File: src/rtl/rt_pkg.sv
// ---------------------------------------------------------------------------
// rt_pkg -- shared definitions for the reaction timer.
//   REACT_W    : width of the reaction-time result (ms)
//   REACT_SAT  : saturation value of the reaction counter
//   rt_state_e : FSM state encoding
//   delay_width: bits needed to hold BASE_DELAY_MS + the largest random delay
// Optional feature macro: RT_FALSE_START_EN adds the FALSE_START state.
// ---------------------------------------------------------------------------
package rt_pkg;

    localparam int                 REACT_W   = 16;
    localparam logic [REACT_W-1:0] REACT_SAT = 16'hFFFF;

    typedef enum logic [2:0] {
        ST_IDLE        = 3'd0,
        ST_WAIT        = 3'd1,
        ST_GO          = 3'd2,
`ifdef RT_FALSE_START_EN
        ST_DONE        = 3'd3,
        ST_FALSE_START = 3'd4
`else
        ST_DONE        = 3'd3
`endif
    } rt_state_e;

    // Largest latched delay is base + 2^rbits - 1, so clog2(base + 2^rbits)
    // bits hold it exactly.
    function automatic int delay_width(input int base, input int rbits);
        int w;
        w = $clog2(base + (1 << rbits));
        return (w < 1) ? 1 : w;
    endfunction

endpackage

File: src/rtl/ms_tick_gen.sv
// ---------------------------------------------------------------------------
// ms_tick_gen -- millisecond prescaler.
//   clk    : system clock, rising edge
//   reset  : synchronous, active-high
//   clear  : synchronous restart of the count (takes priority over enable)
//   enable : count while high, hold while low
//   tick   : one-cycle strobe in the cycle the count wraps at CLKS_PER_MS-1
// Parameter CLKS_PER_MS : clock cycles per tick.
// ---------------------------------------------------------------------------
module ms_tick_gen #(
    parameter int CLKS_PER_MS = 50000
) (
    input  logic clk,
    input  logic reset,
    input  logic clear,
    input  logic enable,
    output logic tick
);

    localparam int             CNT_W    = (CLKS_PER_MS > 1) ? $clog2(CLKS_PER_MS) : 1;
    localparam logic [CNT_W-1:0] CNT_LAST = CNT_W'(CLKS_PER_MS - 1);

    logic [CNT_W-1:0] cnt;

    // A cycle with clear asserted is not a counting cycle, so no tick there.
    assign tick = enable && !clear && (cnt == CNT_LAST);

    always_ff @(posedge clk) begin
        if (reset || clear) begin
            cnt <= '0;
        end else if (enable) begin
            cnt <= tick ? '0 : cnt + CNT_W'(1);
        end
    end

endmodule

File: src/rtl/reaction_timer.sv
// ---------------------------------------------------------------------------
// reaction_timer -- human reaction-time trial controller.
//   clk          : system clock, rising edge
//   reset        : synchronous, active-high, highest priority
//   random_value : free-running random number; low RAND_BITS bits add delay
//   start        : begin a trial (sampled only in IDLE)
//   button       : debounced player button, active-high
//   led_on       : go-stimulus, high only in GO
//   busy         : high in every state except IDLE
//   reaction_ms  : last measured reaction time in ms
//   result_valid : one-cycle pulse when reaction_ms/timeout/early update
//   timeout      : last trial ended by counter saturation
//   early        : last trial ended by a false start
// Parameters: CLKS_PER_MS, BASE_DELAY_MS, RAND_BITS (1..18).
// Optional feature macro: RT_FALSE_START_EN -- button during WAIT ends the
// trial through FALSE_START; without it the button is ignored in WAIT and
// early is tied low.
// ---------------------------------------------------------------------------
module reaction_timer
    import rt_pkg::*;
#(
    parameter int CLKS_PER_MS   = 50000,
    parameter int BASE_DELAY_MS = 1000,
    parameter int RAND_BITS     = 11
) (
    input  logic               clk,
    input  logic               reset,
    input  logic [17:0]        random_value,
    input  logic               start,
    input  logic               button,
    output logic               led_on,
    output logic               busy,
    output logic [REACT_W-1:0] reaction_ms,
    output logic               result_valid,
    output logic               timeout,
    output logic               early
);

    localparam int DLY_W = delay_width(BASE_DELAY_MS, RAND_BITS);

    rt_state_e          state;
    logic [DLY_W-1:0]   delay_ms;
    logic [REACT_W-1:0] react_cnt;
    logic               entry;      // high in the first cycle of every state
    logic               ms_tick;
    logic               tick_en;
    logic               unused_rand;

    // Only the low RAND_BITS of random_value feed the delay.
    assign unused_rand = ^random_value;

    assign tick_en = (state == ST_WAIT) || (state == ST_GO);

    // The prescaler is cleared in the first cycle of each state, so the first
    // ms_tick of a state arrives CLKS_PER_MS+1 edges after the entry edge.
    // That extra cycle is what places the GO entry at delay*CLKS_PER_MS+1.
    ms_tick_gen #(
        .CLKS_PER_MS (CLKS_PER_MS)
    ) u_ms_tick_gen (
        .clk    (clk),
        .reset  (reset),
        .clear  (entry),
        .enable (tick_en),
        .tick   (ms_tick)
    );

`ifdef RT_FALSE_START_EN
    logic early_r;
    assign early = early_r;
`else
    assign early = 1'b0;
`endif

    always_ff @(posedge clk) begin
        if (reset) begin
            state        <= ST_IDLE;
            entry        <= 1'b0;
            delay_ms     <= '0;
            react_cnt    <= '0;
            led_on       <= 1'b0;
            busy         <= 1'b0;
            result_valid <= 1'b0;
            reaction_ms  <= '0;
            timeout      <= 1'b0;
`ifdef RT_FALSE_START_EN
            early_r      <= 1'b0;
`endif
        end else begin
            entry        <= 1'b0;
            result_valid <= 1'b0;
            case (state)
                ST_IDLE: begin
                    // start wins over a simultaneous button press here
                    if (start) begin
                        delay_ms <= DLY_W'(BASE_DELAY_MS)
                                  + DLY_W'(random_value[RAND_BITS-1:0]);
                        state    <= ST_WAIT;
                        busy     <= 1'b1;
                        entry    <= 1'b1;
                    end
                end

                ST_WAIT: begin
`ifdef RT_FALSE_START_EN
                    if (button) begin
                        state        <= ST_FALSE_START;
                        entry        <= 1'b1;
                        result_valid <= 1'b1;
                        reaction_ms  <= '0;
                        timeout      <= 1'b0;
                        early_r      <= 1'b1;
                    end else
`endif
                    // delay_ms only sits at zero when it was latched as zero
                    if ((delay_ms == '0) || (ms_tick && (delay_ms == DLY_W'(1)))) begin
                        delay_ms  <= '0;
                        react_cnt <= '0;
                        state     <= ST_GO;
                        led_on    <= 1'b1;
                        entry     <= 1'b1;
                    end else if (ms_tick) begin
                        delay_ms <= delay_ms - DLY_W'(1);
                    end
                end

                ST_GO: begin
                    if (button) begin
                        state        <= ST_DONE;
                        led_on       <= 1'b0;
                        entry        <= 1'b1;
                        result_valid <= 1'b1;
                        reaction_ms  <= react_cnt;
                        timeout      <= 1'b0;
`ifdef RT_FALSE_START_EN
                        early_r      <= 1'b0;
`endif
                    end else if (react_cnt == REACT_SAT) begin
                        // saturate instead of wrapping
                        state        <= ST_DONE;
                        led_on       <= 1'b0;
                        entry        <= 1'b1;
                        result_valid <= 1'b1;
                        reaction_ms  <= REACT_SAT;
                        timeout      <= 1'b1;
`ifdef RT_FALSE_START_EN
                        early_r      <= 1'b0;
`endif
                    end else if (ms_tick) begin
                        react_cnt <= react_cnt + REACT_W'(1);
                    end
                end

`ifdef RT_FALSE_START_EN
                ST_DONE, ST_FALSE_START: begin
`else
                ST_DONE: begin
`endif
                    state <= ST_IDLE;
                    busy  <= 1'b0;
                    entry <= 1'b1;
                end

                default: begin
                    state  <= ST_IDLE;
                    busy   <= 1'b0;
                    led_on <= 1'b0;
                    entry  <= 1'b1;
                end
            endcase
        end
    end

endmodule

File: config.mk
export PLATFORM = sky130hd
export DESIGN_NAME = reaction_timer
export DESIGN_NICKNAME = d
export VERILOG_FILES = /design/src/rtl/rt_pkg.sv /design/src/rtl/ms_tick_gen.sv /design/src/rtl/reaction_timer.sv
export SDC_FILE = /design/constraint.sdc
export NUM_CORES = 1
export LEC_CHECK = 0
export BUFFER_PORTS_ARGS = -buffer_cell sky130_fd_sc_hd__buf_4
export CORE_MARGIN = 1
export CORE_UTILIZATION = 28
export DETAILED_ROUTE_END_ITERATION = 8
export PLACE_DENSITY_LB_ADDON = 0.25
export RECOVER_POWER = 50
export SETUP_SLACK_MARGIN = 0.02
export SLEW_MARGIN = 20
export SYNTH_ARGS = -nofsm -noshare
export SYNTH_HDL_FRONTEND = slang
export SYNTH_HIERARCHICAL = 1
export SYNTH_SLANG_ARGS = --single-unit
File: constraint.sdc
create_clock -name clk -period 4.27 [get_ports clk]
set_clock_uncertainty 0.2 [all_clocks]
set_input_delay 0.2135 -clock clk [delete_from_list [all_inputs] [get_ports clk]]
set_output_delay 0.2135 -clock clk [all_outputs]
set_load 0.005 [all_outputs]
Yosys cells after proc, flatten, opt, wreduce, memory -nomap -nowiden
Cells that the tools add are included.
{ "totals": {"inputBits": 22, "out_inout_bits": 21, "reg_bits": 68} }
{ "classes": {"addsub": 4, "n_bitwise": 3, "muxes": 30, "eq_ne": 13, "reduce_logical": 21} }
{ "ops": {"columns": ["operator", "n"], "rows": [
  ["16-bit two-way mux", 7],
  ["12-bit two-way mux", 3],
  ["16-bit by 1-bit adder with 16-bit output, second input constant", 2],
  ["16-bit equality test, second input constant", 2],
  ["16-bit case mux with 2 select lines", 1],
  ["12-bit case mux with 2 select lines", 1],
  ["10-bit by 11-bit adder with 12-bit output, first input constant", 1],
  ["12-bit by 1-bit equality test with 1-bit output, second input constant", 1],
  ["12-bit logical NOT", 1],
  ["3-bit two-way mux", 4],
  ["12-bit by 1-bit subtractor with 12-bit output, second input constant", 1],
  ["1-bit two-way mux", 10],
  ["3-bit case mux with 3 select lines", 1],
  ["3-bit AND reduction", 3],
  ["2-bit != test, second input constant", 4],
  ["3-bit by 2-bit equality test with 1-bit output, second input constant", 2],
  ["3-bit by 2-bit != test with 1-bit output, second input constant", 2],
  ["1-bit case mux with 3 select lines", 2],
  ["2-bit nonzero test", 3],
  ["2-bit OR reduction", 3],
  ["5-bit AND reduction", 1],
  ["2-bit AND reduction", 2],
  ["3-bit by 1-bit equality test with 1-bit output, second input constant", 1],
  ["1-bit logical AND", 3],
  ["other kinds (6)", 10]
]} }

Depth between registers and ports, before layout
{ "depth": {"word_depth": 8, "mapped_depth": 12, "ltp_nobuf": 10} }

By module
Netlist, hierarchy kept.
{ "by_module_without_submodules": {"columns": ["mod", "area_per_inst_um2", "n_inst", "cells_each"], "rows": [
  ["reaction_timer", 2775.2, 1, 346],
  ["ms_tick_gen", 770.7, 1, 83]
]} }

Worst setup path after synthesis
No wires, ideal clock.
{ "synth_timing": {"kind": "flip-flop to flip-flop", "startpoint": "register state[1]", "endpoint": "register react_cnt[15]", "t_arrival_ns": 2.681, "required_ns": 4.000, "path_stages_with_launch": 11, "path_buffers": 0, "slack_ns": 1.319, "cell_sequence": "dfxtp_1 -> inv_1 -> ha_1 -> and4_2 -> nand4_1 -> nor2_1 -> a21oi_1 -> o41ai_4 -> nand2_4 -> or4_1 -> a21oi_1"} }
{ "synth_between": {"elab_chain_cells": 8, "word_cells_on_any_way": 14, "cone_classes": "eq/ne: 6; mux: 1; reduce/logical: 7"} }
{ "synth_rtl": {"columns": ["element", "line", "source"], "rows": [
  ["start: declaration", "reaction_timer.sv:41", "rt_state_e state;"],
  ["start signal: assignment", "reaction_timer.sv:76", "state <= ST_IDLE;"],
  ["start signal: assignment", "reaction_timer.sv:97", "state <= ST_WAIT;"],
  ["start signal: assignment", "reaction_timer.sv:118", "state <= ST_GO;"],
  ["3-bit by 1-bit equality test with 1-bit output / 3-bit by 2-bit equality test with 1-bit output (equally long branches)", "reaction_timer.sv:52", "assign tick_en = (state == ST_WAIT) || (state == ST_GO);"],
  ["1-bit logical OR (*)", "reaction_timer.sv:52", null],
  ["net tick_en", "reaction_timer.sv:46", "logic tick_en;"],
  ["1-bit logical AND (*) (2 in a row)", "ms_tick_gen.sv:26", "assign tick = enable && !clear && (cnt == CNT_LAST);"],
  ["net ms_tick", "reaction_timer.sv:45", "logic ms_tick;"],
  ["1-bit logical AND", "reaction_timer.sv:115", "if ((delay_ms == '0) || (ms_tick && (delay_ms == DLY_W'(1)))) begin"],
  ["1-bit logical OR", "reaction_timer.sv:115", null],
  ["2-bit by 1-bit != test with 1-bit output (no line)", null, null],
  ["5-bit AND reduction (no line) (*)", null, null],
  ["end signal: assignment", "reaction_timer.sv:149", "react_cnt <= react_cnt + REACT_W'(1);"],
  ["end: declaration", "reaction_timer.sv:43", "logic [REACT_W-1:0] react_cnt;"]
]} }
Mark *: on every way through the listed nets, which the timed path passes. The rest lies on a longest branch.
A chain may end at the register's enable or synchronous reset.

Worst setup path in the final report
{ "layout_timing": {"startpoint": "register state[0]", "endpoint": "register react_cnt[11]"} }
The elaborated chain is that of the path after synthesis.

==> reports/results.ini <==
[outcome]
status = complete, no violations

[setup_path]
end_kind = flip-flop
crit_type = flip-flop to flip-flop
timing.rr.end = react_cnt[11]
largest_fanout_of_any_net_on_the_critical_path = 17
crit_reg_reg_startpoint = state[0]
r2r_cells = 9
required_time_worst_endpoint_ns = 4.33
ff2ff_setup_slack_ns = 0.80
critPathLaunchType = flip-flop
crit_arrival_ns = 3.53
critical_path.startpoint = state[0]

[clock_network]
cts-buffers-inserted = 9
cts.clk_slew.worst_paths_ns = 0.05
cts_hold_buf = 0
cts_repair_resize_count = 0
postCtsSetupBuffers = 0
insertion_delay_ns = 0.33
tritoncts_num_sinks = 67
cts_root_buf = sky130_fd_sc_hd__clkbuf_16
cts_buffer_depth = 2
cts_tree = yes
cts-htree-levels = 3

[placement]
placement.io_buffers = 34
dpl_worst_slack_ns = 0.7887
routability_driven_placement_congestion_ratio = 0.7925
dpl.hpwl_um = 5914

[global_routing]
grt_max_degree = 41
number_of_global_route_vias_before_repair = 3073
grt_first_pass_wirelength_um = 14970
tot_gr_track_use_pct = 14.34
gr-total-overflow = 0
number_of_antenna_violations_at_the_first_check_in_global_routing = 0

[power_and_ir_drop]
internal-power_mw = 1.621
power.sequential.fraction_pct = 31.0
share_comb_of_total_power_pct = 41.8
switching_share_pct = 39.33
static-leakage-power_nw = 1.507
power_frac_clock_pct = 27.2
switching_power_mw = 1.051
ir_worst_vdd_uv = 228.3
power-per-cell-area_nw_per_um2 = 638.9

[routing]
detail_route.iter0.violations = 146
drtAntennaViolNets = 0
remaining_drc_errors = 0
maxUsedRoutingLayer = met4
met1Wirelength_um = 4077
firstDrtPassIters = 5
drt-vias-per-instance = 5.078
route.met2.wl_um = 4129
postRouteWirelength_um = 8562
wl_met3_um = 316
via_count = 3174
route.detailed.wl_per_inst_um = 13.70

[yosys]
synth-edff-count = 0
avgSynthCellArea_um2 = 8.266
synth.cell_area_um2 = 3546
synthesis.nets = 461
ys_ff_latch = 67
ys_seq_area_share_pct = 37.83
yosysWarningCount = 6
yosysUniqueCellTypes = 56
synthArstFlopShare_pct = 0
ys.flop_type = sky130_fd_sc_hd__dfxtp_1
postSynthCellCount = 429

[floorplan]
die_width_um = 114.5
floorplan.die.height_um = 114.5
design.core.area_um2 = 12160
initial_core_util_pct = 29.16
placement_rows = 40
die_area_um2 = 13120
io_pins = 43

[sta]
worst_slew_pin_slew_ns = 0.8751
fmaxAchievable_mhz = 287.9
final_worst_path_cycle_share_pct = 81.35
max-slew-margin-rel_pct = 41.66
final_period_minus_worst_setup_slack_ns = 3.474
grt_setup_unrepaired = false
timing_hold_violations_final = 0
fin_tns_setup_ns = 0
fin_ws_ns = 0.7964
slew_viol_final = 0
setup_violations = 0
finalHoldWorstSlack_ns = 0.04052

[min_path]
holdPathStages = 4
min_from = random_value[3]
worst_hold_path.endpoint = delay_ms[3]
timing.hold.worst.class = primary input to flip-flop

[final_layout]
design.final.nets = 484
multi_input_area_um2 = 1999
area_growth_syn_to_layout_pct = 17.93
number_of_fillers_in_the_final_layout = 1251
layout.area.seq_um2 = 1341
antenna-diode-count = 0
utilization_pct = 34.38
post_route_cells_drive_above_1_share_pct = 12.47

[run]
max_cap_viol_count = 0

how the worst max path moves through the flow:
| stage | end | slack, ns | depth (start not counted) |
|---|---|---|---|
| after floorplan | react_cnt[15] | 1.32 | 10 |
| after global placement | react_cnt[11] | 0.85 | 9 |
| after detailed placement | react_cnt[11] | 0.79 | 9 |
| after CTS | react_cnt[11] | 0.78 | 9 |
| after global routing | react_cnt[11] | 0.47 | 9 |
| final | react_cnt[11] | 0.80 | 9 |
flip-flops by register name, summed over array words and instances (netlist names):
signal / flops
react_cnt: 16
reaction_ms: 16
u_ms_tick_gen/cnt: 16
delay_ms: 12
state: 2
busy: 1
entry: 1
led_on: 1
result_valid: 1
timeout: 1
worst max-delay path: stages (launching register included):
cell	delay, ns
sky130_fd_sc_hd__dfxtp_1	0.36
sky130_fd_sc_hd__inv_1	0.09
sky130_fd_sc_hd__ha_1	0.46
sky130_fd_sc_hd__and4_2	0.29
sky130_fd_sc_hd__nand4_1	0.13
sky130_fd_sc_hd__nor2_1	0.27
sky130_fd_sc_hd__a21oi_1	0.21
sky130_fd_sc_hd__o41a_1	0.70
sky130_fd_sc_hd__or4_1	0.56
sky130_fd_sc_hd__a21oi_1	0.14
area by class of cell:
| type | count | area share [%] |
|---|---|---|
| multi-input combinational | 320 | 47.82 |
| sequential | 67 | 32.08 |
| timing repair buffer | 39 | 6.822 |
| clock buffer | 14 | 6.074 |
| tap | 168 | 5.027 |
| inverter | 15 | 1.346 |
| clock inverter | 2 | 0.8378 |
cell usage in the layout (no fill, tap or decap), types with 6 or more instances in the layout:
master | Yosys | layout
sky130_fd_sc_hd__dfxtp_1 | 67 | 67
sky130_fd_sc_hd__nor2_1 | 42 | 42
sky130_fd_sc_hd__a21oi_1 | 35 | 35
sky130_fd_sc_hd__o21ai_0 | 35 | 35
sky130_fd_sc_hd__nand2_1 | 26 | 26
sky130_fd_sc_hd__buf_4 | 2 | 19
sky130_fd_sc_hd__clkbuf_4 | 0 | 18
sky130_fd_sc_hd__nand4_1 | 17 | 17
sky130_fd_sc_hd__nand3b_1 | 16 | 16
sky130_fd_sc_hd__inv_1 | 15 | 15
sky130_fd_sc_hd__xor2_1 | 13 | 13
sky130_fd_sc_hd__nand3_1 | 11 | 12
sky130_fd_sc_hd__ha_1 | 10 | 10
sky130_fd_sc_hd__clkbuf_16 | 0 | 9
sky130_fd_sc_hd__or4_1 | 7 | 7
sky130_fd_sc_hd__nor4_1 | 7 | 7
sky130_fd_sc_hd__or3_1 | 7 | 7
sky130_fd_sc_hd__nor3_1 | 7 | 7
sky130_fd_sc_hd__and3_1 | 7 | 7
sky130_fd_sc_hd__a211oi_1 | 6 | 6
sky130_fd_sc_hd__xnor2_1 | 6 | 6
sky130_fd_sc_hd__clkbuf_1 | 18 | 6
cells in the mapped netlist (3+ instances only):
cell | instances | area (um^2)
sky130_fd_sc_hd__o21a_1 | 4 | 30.03
sky130_fd_sc_hd__dfxtp_1 | 67 | 1341
sky130_fd_sc_hd__nor2b_1 | 3 | 18.77
sky130_fd_sc_hd__nor2_1 | 42 | 157.7
sky130_fd_sc_hd__o31a_1 | 3 | 26.28
sky130_fd_sc_hd__clkbuf_1 | 18 | 67.56
sky130_fd_sc_hd__nand3_1 | 11 | 55.05
sky130_fd_sc_hd__or4_1 | 7 | 52.55
sky130_fd_sc_hd__nand2_1 | 26 | 97.59
sky130_fd_sc_hd__inv_1 | 15 | 56.30
sky130_fd_sc_hd__nand4_1 | 17 | 106.4
sky130_fd_sc_hd__a211oi_1 | 6 | 45.04
sky130_fd_sc_hd__mux2i_1 | 4 | 40.04
sky130_fd_sc_hd__a21oi_1 | 35 | 175.2
sky130_fd_sc_hd__o21ai_0 | 35 | 175.2
sky130_fd_sc_hd__ha_1 | 10 | 125.1
sky130_fd_sc_hd__nand2b_1 | 3 | 18.77
sky130_fd_sc_hd__nor4_1 | 7 | 43.79
sky130_fd_sc_hd__o32ai_1 | 3 | 26.28
sky130_fd_sc_hd__and4_1 | 4 | 35.03
sky130_fd_sc_hd__buf_6 | 3 | 33.78
sky130_fd_sc_hd__nor3_1 | 7 | 35.03
sky130_fd_sc_hd__xnor2_1 | 6 | 52.55
sky130_fd_sc_hd__o22ai_1 | 5 | 31.28
sky130_fd_sc_hd__xor2_1 | 13 | 113.9
sky130_fd_sc_hd__nand3b_1 | 16 | 120.1
sky130_fd_sc_hd__o211ai_1 | 4 | 30.03
sky130_fd_sc_hd__and3_1 | 7 | 43.79
sky130_fd_sc_hd__o31ai_1 | 5 | 37.54
sky130_fd_sc_hd__or3_1 | 7 | 43.79
sky130_fd_sc_hd__and2_1 | 5 | 31.28
routing by layer:
layer | vias up | track usage, %
li1 | 1619 | -
met1 | 1497 | 17.83
met2 | 56 | 23.72
met3 | 2 | 4.764
met4 | 0 | 3.723
met5 | - | 0
power by group through the flow:
| stage | Combinational [mW] | Sequential, mW | Clock, mW |
|---|---|---|---|
| CTS | 1.12 | 0.829 | 0.758 |
| detailed placement | 1.11 | 0.841 | 0 |
| global placement | 1.10 | 0.838 | 0 |
| global route | 1.26 | 0.846 | 0.789 |
| finish | 1.12 | 0.828 | 0.728 |
| floorplan | 0.829 | 0.820 | 0 |
stage by stage:
step | power [mW] | cells | instance area, um^2
floorplan | 1.649 | 429 | 3546
global placement | 1.940 | 609 | 3905
detailed placement | 1.955 | 609 | 3905
CTS | 2.709 | 625 | 4194
global route | 2.893 | 625 | 4182
finish | 2.672 | 625 | 4182
kinds of logic after synthesis:
logic type,Yosys count,share of synthesized area [%]
fa+ha+maj,10,3.529
compound gates,111,19.41
buf+inv,42,5.645
flops,67,37.83
other cells,1,0.1058
simple gates,175,27.66
mux,4,1.129
xor+xnor,19,4.693
Power figures use the tool's default switching activity.
